<file path="src/rtl/m_of_n_code_monitor.sv">
// Two-stage M-out-of-N code word checker with saturating statistics,
// sticky error flag and consecutive-error alarm.
module m_of_n_code_monitor #(
    parameter int N         = 5,
    parameter int M         = 2,
    parameter int CNT_W     = 16,
    parameter int BURST_LIM = 3
) (
    input  logic                     clk_i,
    input  logic                     rst_i,
    input  logic                     code_valid_i,
    input  logic [N-1:0]             code_i,
    input  logic                     clr_i,
    output logic                     det_valid_o,
    output logic                     det_o,
    output logic [$clog2(N+1)-1:0]   ones_o,
    output logic [CNT_W-1:0]         word_cnt_o,
    output logic [CNT_W-1:0]         err_cnt_o,
    output logic                     err_sticky_o,
    output logic                     alarm_o
);

    localparam int OW = $clog2(N+1);
    localparam logic [OW-1:0]    M_C      = OW'(M);
    localparam logic [7:0]       LIM_C    = 8'(BURST_LIM);
    localparam logic [CNT_W-1:0] CNT_MAX  = {CNT_W{1'b1}};
    localparam logic [CNT_W-1:0] CNT_ONE  = {{(CNT_W-1){1'b0}}, 1'b1};
    localparam logic [7:0]       BC_MAX   = 8'hFF;

    if ((N < 2) || (N > 32)) begin : g_bad_n
        $error("m_of_n_code_monitor: N must lie in 2..32");
    end
    if ((M < 0) || (M > N)) begin : g_bad_m
        $error("m_of_n_code_monitor: M must lie in 0..N");
    end
    if ((BURST_LIM < 1) || (BURST_LIM > 255)) begin : g_bad_lim
        $error("m_of_n_code_monitor: BURST_LIM must lie in 1..255");
    end

    function automatic logic [OW-1:0] popcount(input logic [N-1:0] w);
        logic [OW-1:0] c;
        c = {OW{1'b0}};
        for (int i = 0; i < N; i++) begin
            c = c + {{(OW-1){1'b0}}, w[i]};
        end
        return c;
    endfunction

    logic              v1_q,        v1_d;
    logic [OW-1:0]     ones1_q,     ones1_d;
    logic              det_valid_q, det_valid_d;
    logic              det_q,       det_d;
    logic [OW-1:0]     ones_q,      ones_d;
    logic [CNT_W-1:0]  word_cnt_q,  word_cnt_d;
    logic [CNT_W-1:0]  err_cnt_q,   err_cnt_d;
    logic              sticky_q,    sticky_d;
    logic              alarm_q,     alarm_d;
    logic [7:0]        bc_q,        bc_d;
    logic              err_s;
    logic [7:0]        bc_next_s;

    // Next-state logic for both pipeline stages, statistics and burst tracking
    always_comb begin
        v1_d        = code_valid_i;
        ones1_d     = popcount(code_i);
        det_valid_d = v1_q;
        err_s       = v1_q && (ones1_q != M_C);

        if (v1_q) begin
            det_d  = (ones1_q != M_C);
            ones_d = ones1_q;
        end else begin
            det_d  = det_q;
            ones_d = ones_q;
        end

        // Idle cycles leave the burst count untouched; a good word breaks the run.
        if (err_s) begin
            bc_next_s = (bc_q == BC_MAX) ? BC_MAX : (bc_q + 8'd1);
        end else if (v1_q) begin
            bc_next_s = 8'd0;
        end else begin
            bc_next_s = bc_q;
        end

        if (clr_i) begin
            word_cnt_d = {CNT_W{1'b0}};
            err_cnt_d  = {CNT_W{1'b0}};
            sticky_d   = 1'b0;
            alarm_d    = 1'b0;
            bc_d       = 8'd0;
        end else begin
            word_cnt_d = (v1_q && (word_cnt_q != CNT_MAX)) ? (word_cnt_q + CNT_ONE) : word_cnt_q;
            err_cnt_d  = (err_s && (err_cnt_q != CNT_MAX)) ? (err_cnt_q + CNT_ONE) : err_cnt_q;
            sticky_d   = sticky_q | err_s;
            alarm_d    = alarm_q | (bc_next_s >= LIM_C);
            bc_d       = bc_next_s;
        end
    end

    // State registers with synchronous reset taking priority over everything
    always_ff @(posedge clk_i) begin
        if (rst_i) begin
            v1_q        <= 1'b0;
            ones1_q     <= {OW{1'b0}};
            det_valid_q <= 1'b0;
            det_q       <= 1'b0;
            ones_q      <= {OW{1'b0}};
            word_cnt_q  <= {CNT_W{1'b0}};
            err_cnt_q   <= {CNT_W{1'b0}};
            sticky_q    <= 1'b0;
            alarm_q     <= 1'b0;
            bc_q        <= 8'd0;
        end else begin
            v1_q        <= v1_d;
            ones1_q     <= ones1_d;
            det_valid_q <= det_valid_d;
            det_q       <= det_d;
            ones_q      <= ones_d;
            word_cnt_q  <= word_cnt_d;
            err_cnt_q   <= err_cnt_d;
            sticky_q    <= sticky_d;
            alarm_q     <= alarm_d;
            bc_q        <= bc_d;
        end
    end

    assign det_valid_o  = det_valid_q;
    assign det_o        = det_q;
    assign ones_o       = ones_q;
    assign word_cnt_o   = word_cnt_q;
    assign err_cnt_o    = err_cnt_q;
    assign err_sticky_o = sticky_q;
    assign alarm_o      = alarm_q;

endmodule

</file>
<file path="config.mk">
export PLATFORM = sky130hd
export DESIGN_NAME = m_of_n_code_monitor
export DESIGN_NICKNAME = d
export VERILOG_FILES = /design/src/rtl/m_of_n_code_monitor.sv
export SDC_FILE = /design/constraint.sdc
export NUM_CORES = 1
export LEC_CHECK = 0
export BUFFER_PORTS_ARGS = -buffer_cell sky130_fd_sc_hd__buf_2
export CORE_AREA = 10 10 98 65
export CTS_CLUSTER_SIZE = 24
export DETAILED_ROUTE_END_ITERATION = 7
export DIE_AREA = 0 0 108 75
export HOLD_SLACK_MARGIN = 0.12
export PLACE_DENSITY_LB_ADDON = 0.1
export SYNTH_ARGS = -nofsm -noshare
export SYNTH_HDL_FRONTEND = slang
export SYNTH_SLANG_ARGS = --single-unit
</file>
<file path="constraint.sdc">
create_clock -name clk_i -period 3.55 [get_ports clk_i]
set_clock_uncertainty 0.05 [all_clocks]
set_input_delay 0.8875 -clock clk_i [delete_from_list [all_inputs] [get_ports clk_i]]
set_output_delay 0.8875 -clock clk_i [all_outputs]
set_load 0.01 [all_outputs]
</file>
Yosys cells after proc, flatten, opt, wreduce, memory -nomap -nowiden
Cells that the tools add are included.
W data, S select, Z words.
Storage, ports and cells
  output and inout bits: 39
  input bits: 9
  bits in registers: 51
  word-level logic and storage cells: 31
Operators by class
  bitwise gates (word level): 2
  multiplexer cells: 3
  reductions and logical operators: 4
  magnitude comparators: 1
  eq/ne operators: 4
  add/subtract/negate cells: 7
Operator list (number)
  $add A16 B1 Y16 const B: 2
  $ne A16 B16 Y1 const B: 2
  $mux W8: 3
  $add A8 B1 Y8 const B: 1
  $eq A8 B8 Y1 const B: 1
  $ge A8 B2 Y1 const B: 1
  $add A3 B1 Y3: 2
  $add A2 B1 Y3: 1
  $logic_and A1 B1 Y1: 3
  $ne A3 B2 Y1 const B: 1
  $add A1 B1 Y2: 1
  $or A1 B1 Y1: 2
  $reduce_or A2 Y1: 1

Longest topological paths before layout
  depth in word-level cells: 5
  mapped depth: 7
  mapped depth without buffers: 6

Worst setup path after synthesis
No wires, ideal clock.
  path type: input port to flip-flop
  from: in code_i[0]
  to: reg ones1_q[1]
  data arrival time: 2.106 ns
  path slack: 1.266 ns
  required time: 3.372 ns
  cell stages on the path: 4
  setup time: 0.128 ns
  buffers on the path: 0
  cell sequence: fa_1 fa_1 ha_1 nor2b_1
Between the ends
  cells in the longest elaborated chain, start to end: 4
Ends and longest elaborated chain
  start: declaration: line 12  | input logic [N-1:0] code_i,
  $add A1 B1 Y2: line 44  | c = c + {{(OW-1){1'b0}}, w[i]};
  $add A2 B1 Y3: line 44
  $add A3 B1 Y3 (2 in series): line 44
  via ones1_d[1]: line 50  | logic [OW-1:0] ones1_q, ones1_d;
  end signal: assignment: line 105  | ones1_q <= {OW{1'b0}};
  end signal: assignment: line 116  | ones1_q <= ones1_d;
  end: declaration: line 50
The timed path passes the listed nets, and every way through them passes these cells.
A chain may end at the register's enable or synchronous reset.

Worst setup path in the final report
  from: reg err_cnt_q[0] (netlist: err_cnt_o[0])
  to: reg err_cnt_q[8] (netlist: err_cnt_o[8])
Between the ends
  cells in the longest elaborated chain, start to end: 2
  elaborated cells on any way between the ends: 3
  those cells by class: add/sub: 1; eq/ne: 1; reduce/logical: 1
Ends and longest elaborated chain
  start: declaration: line 55  | logic [CNT_W-1:0] err_cnt_q, err_cnt_d;
  start signal: assignment: line 110  | err_cnt_q <= {CNT_W{1'b0}};
  start signal: assignment: line 121  | err_cnt_q <= err_cnt_d;
  parallel branches: the longest is 2 deep, another holds $add A16 B1 Y16
Several ways; the timed one is not identified.

==> impl_metrics.tcl <==
set metrics [dict create \
    dp_slack_ns 1.12 \
    h-tree-depth 2 \
    gp_congestion 0.829 \
    fin_setup_tns_ns 0 \
    diodes 0 \
    path_clk_slew_ns 0.09 \
    wirelength_microns 5680 \
    vdd_drop_max_mv 0.242 \
    status "finished clean" \
    setup_viol 0 \
    yosysTopAreaCellShare_pct 41.7 \
    placedCellCount 378 \
    clock_latency_ns 0.31 \
    relSlewSlack_pct 34.5 \
    final_common_cell "dfxtp_1" \
    syn_area_sq_mm 0.00245 \
    fin_area_sq_mm 0.00285 \
    whs_ns 0.443 \
    numCtsBuffers 5 \
    synth.ff_latch_count 51 \
    switching_share_pct 21.3 \
    synth_fp_nets 295 \
    grt_pass1_vias 1961 \
    start_kind "flip-flop" \
    syn_area_per_cell_sq_um 8.74 \
    drc 0 \
    power.internal_mw 0.887 \
    tightest_slew_ns 0.974 \
    post_cts_resized 0 \
    cts_tree "done" \
    cts-root-buf "clkbuf_8" \
    grt_setup_unrepaired "no" \
    end_kind "flip-flop" \
    leakagePower_nw 1.09 \
    clockBufferDepth 2 \
    dpl_cell_area_sq_mm 0.00272 \
    timing.final.hold_violations 0 \
    dieArea_sq_mm 0.00810 \
    wire_per_inst_microns 14.7 \
    post-cts-setup-buffer-count 0 \
    overflow 0 \
    antenna_found_initial 0 \
    die_w_microns 108 \
    io_buffers 47 \
    hp-class "reg2reg" \
    post-route-util_pct 62.8 \
    synthesis.instances 280 \
    max_freq_ghz 0.449 \
    cap_violations 0 \
    crit_type "reg2reg" \
    vias_per_cell 5.71 \
    maxSlewViolCount 0 \
    seq_area_frac_synth_pct 41.7 \
    vias 2203 \
    cp.arrival_ns 2.35 \
    cts-hold-fix-buffers 0 \
    num_rows 19 \
    start_util_pct 53.9 \
    grt_pass1_wl_microns 9490 \
    area_delta_synth_final_pct 16.6 \
    track_usage_pct 14.1 \
    power_frac_comb_pct 5.7 \
    powerDensity_mw_per_mm2 395 \
    die_h_microns 75 \
    worstPathRequired_ns 3.67 \
    hpwl_microns 4050 \
    yosysTopAreaCell "dfxtp_1" \
    ys_warn_count 0 \
    seqPwrFrac_pct 52.2 \
    netlist_top_cells_area "dfxtp_1 42%, nor2_1 6.6%, xnor2_1 5.0%" \
    critical_path_peak_fanout 7 \
    io_pins 48 \
    dr.first_iter.drc_count 102 \
    synth_cell_type_count 43 \
    power.share.clock_pct 42.1 \
    layout_common_cells "51 x dfxtp_1, 47 x buf_2, 43 x nor2_1, 16 x nand3_1, 14 x xnor2_1" \
    drive_gt1_share_pct 21.1 \
    switchingPower_mw 0.241 \
    nNetsFinal 337 \
    worst_slack_ns 1.32 \
    post-route-min-period_ns 2.23 \
    dr.pass1.iters 4 \
    nFillCells 409 \
    core_area_sq_mm 0.00454 \
    fin_crit_sh_pct 62.7 \
    power_mw 1.13 \
    grt_max_degree 35 \
    ant_nets 0 \
    final_cells 386 \
    clock-sinks 51 \
]
==> cell usage after synthesis <==
cell type,instances
dfxtp_1,51
nor2_1,43
nand3_1,16
xnor2_1,14
a21oi_1,13
nand2_1,13
clkbuf_1,10
nand4_1,10
xor2_1,9
nor3_1,8
o21ai_0,8
a31oi_1,7
and3_1,7
nor2b_1,7
mux2i_1,6
and4_1,5
a311oi_1,4
and2_1,4
ha_1,4
inv_1,4
a211oi_1,3
nor4_1,3
o2111ai_1,3
o31ai_1,3
or2_2,3
a2111oi_2,2
buf_1,2
fa_1,2
o211ai_1,2
a311o_1,1
a31o_2,1
and4_2,1
and4b_1,1
buf_4,1
inv_2,1
nand3_2,1
nor3b_1,1
nor4_2,1
o2111a_1,1
o21bai_1,1
or3_1,1
or3b_2,1
or4b_4,1
==> flip-flops by register name (all words and copies together) (netlist names) <==
| name | count |
|---|---|
| err_cnt_o | 16 |
| bc_q | 8 |
| word_cnt_o | 16 |
| alarm_o | 1 |
| ones1_q | 3 |
| det_valid_o | 1 |
| err_sticky_o | 1 |
| ones_o | 3 |
| det_o | 1 |
| det_valid_d | 1 |
==> critical path, stage by stage (launching register included) <==
cell and delay, ns:
dfxtp_1 0.42, ha_1 0.33, nand2_1 0.11, nor4_1 0.75
nand4_1 0.21, xor2_1 0.18, nor2_1 0.05
==> cell type report <==
type	count	area (sq um)	share of cell area [%]
multi-input combinational	211	1360	47.5
sequential	51	1020	35.8
timing repair buffer	48	243	8.51
tap	63	78.8	2.76
clock buffer	5	68.8	2.41
clock inverter	3	67.6	2.37
inverter	5	18.8	0.658
==> per-layer routing <==
metal	vias to the layer above	global-route usage, %	part of all wire (%)
met5	-	0	0
met4	0	3.98	1.4
met2	88	19.6	39
met3	12	4.94	8.6
met1	1010	19.9	51
li1	1093	-	-
==> worst paths after layout <==
kind | start | endpoint | slack, ns | depth (start not counted)
hold reg to reg | err_sticky_o | err_sticky_o | 0.44 | 2
hold / removal | err_sticky_o | err_sticky_o | 0.44 | 2
setup / recovery | err_cnt_o[0] | err_cnt_o[8] | 1.32 | 6
setup reg to reg | err_cnt_o[0] | err_cnt_o[8] | 1.32 | 6
==> power groups by stage <==
stage	sequential, mW	clock, mW	combinational, mW
3_5_place_dp	0.602	0	0.0648
3_3_place_gp	0.601	0	0.0637
6_report	0.588	0.475	0.0641
4_1_cts	0.588	0.489	0.0650
5_1_grt	0.590	0.513	0.0734
2_1_floorplan	0.602	0	0.0435
==> cell families after synthesis <==
kind of cell	Yosys count	share of synthesized area [%]
simple gates	127	27.2
flops	51	41.7
compound gates	49	13.8
xor+xnor	23	8.23
buf+inv	18	2.91
mux	6	2.45
fa+ha+maj	6	3.68
Note: power is estimated with default switching activity, not from simulation.
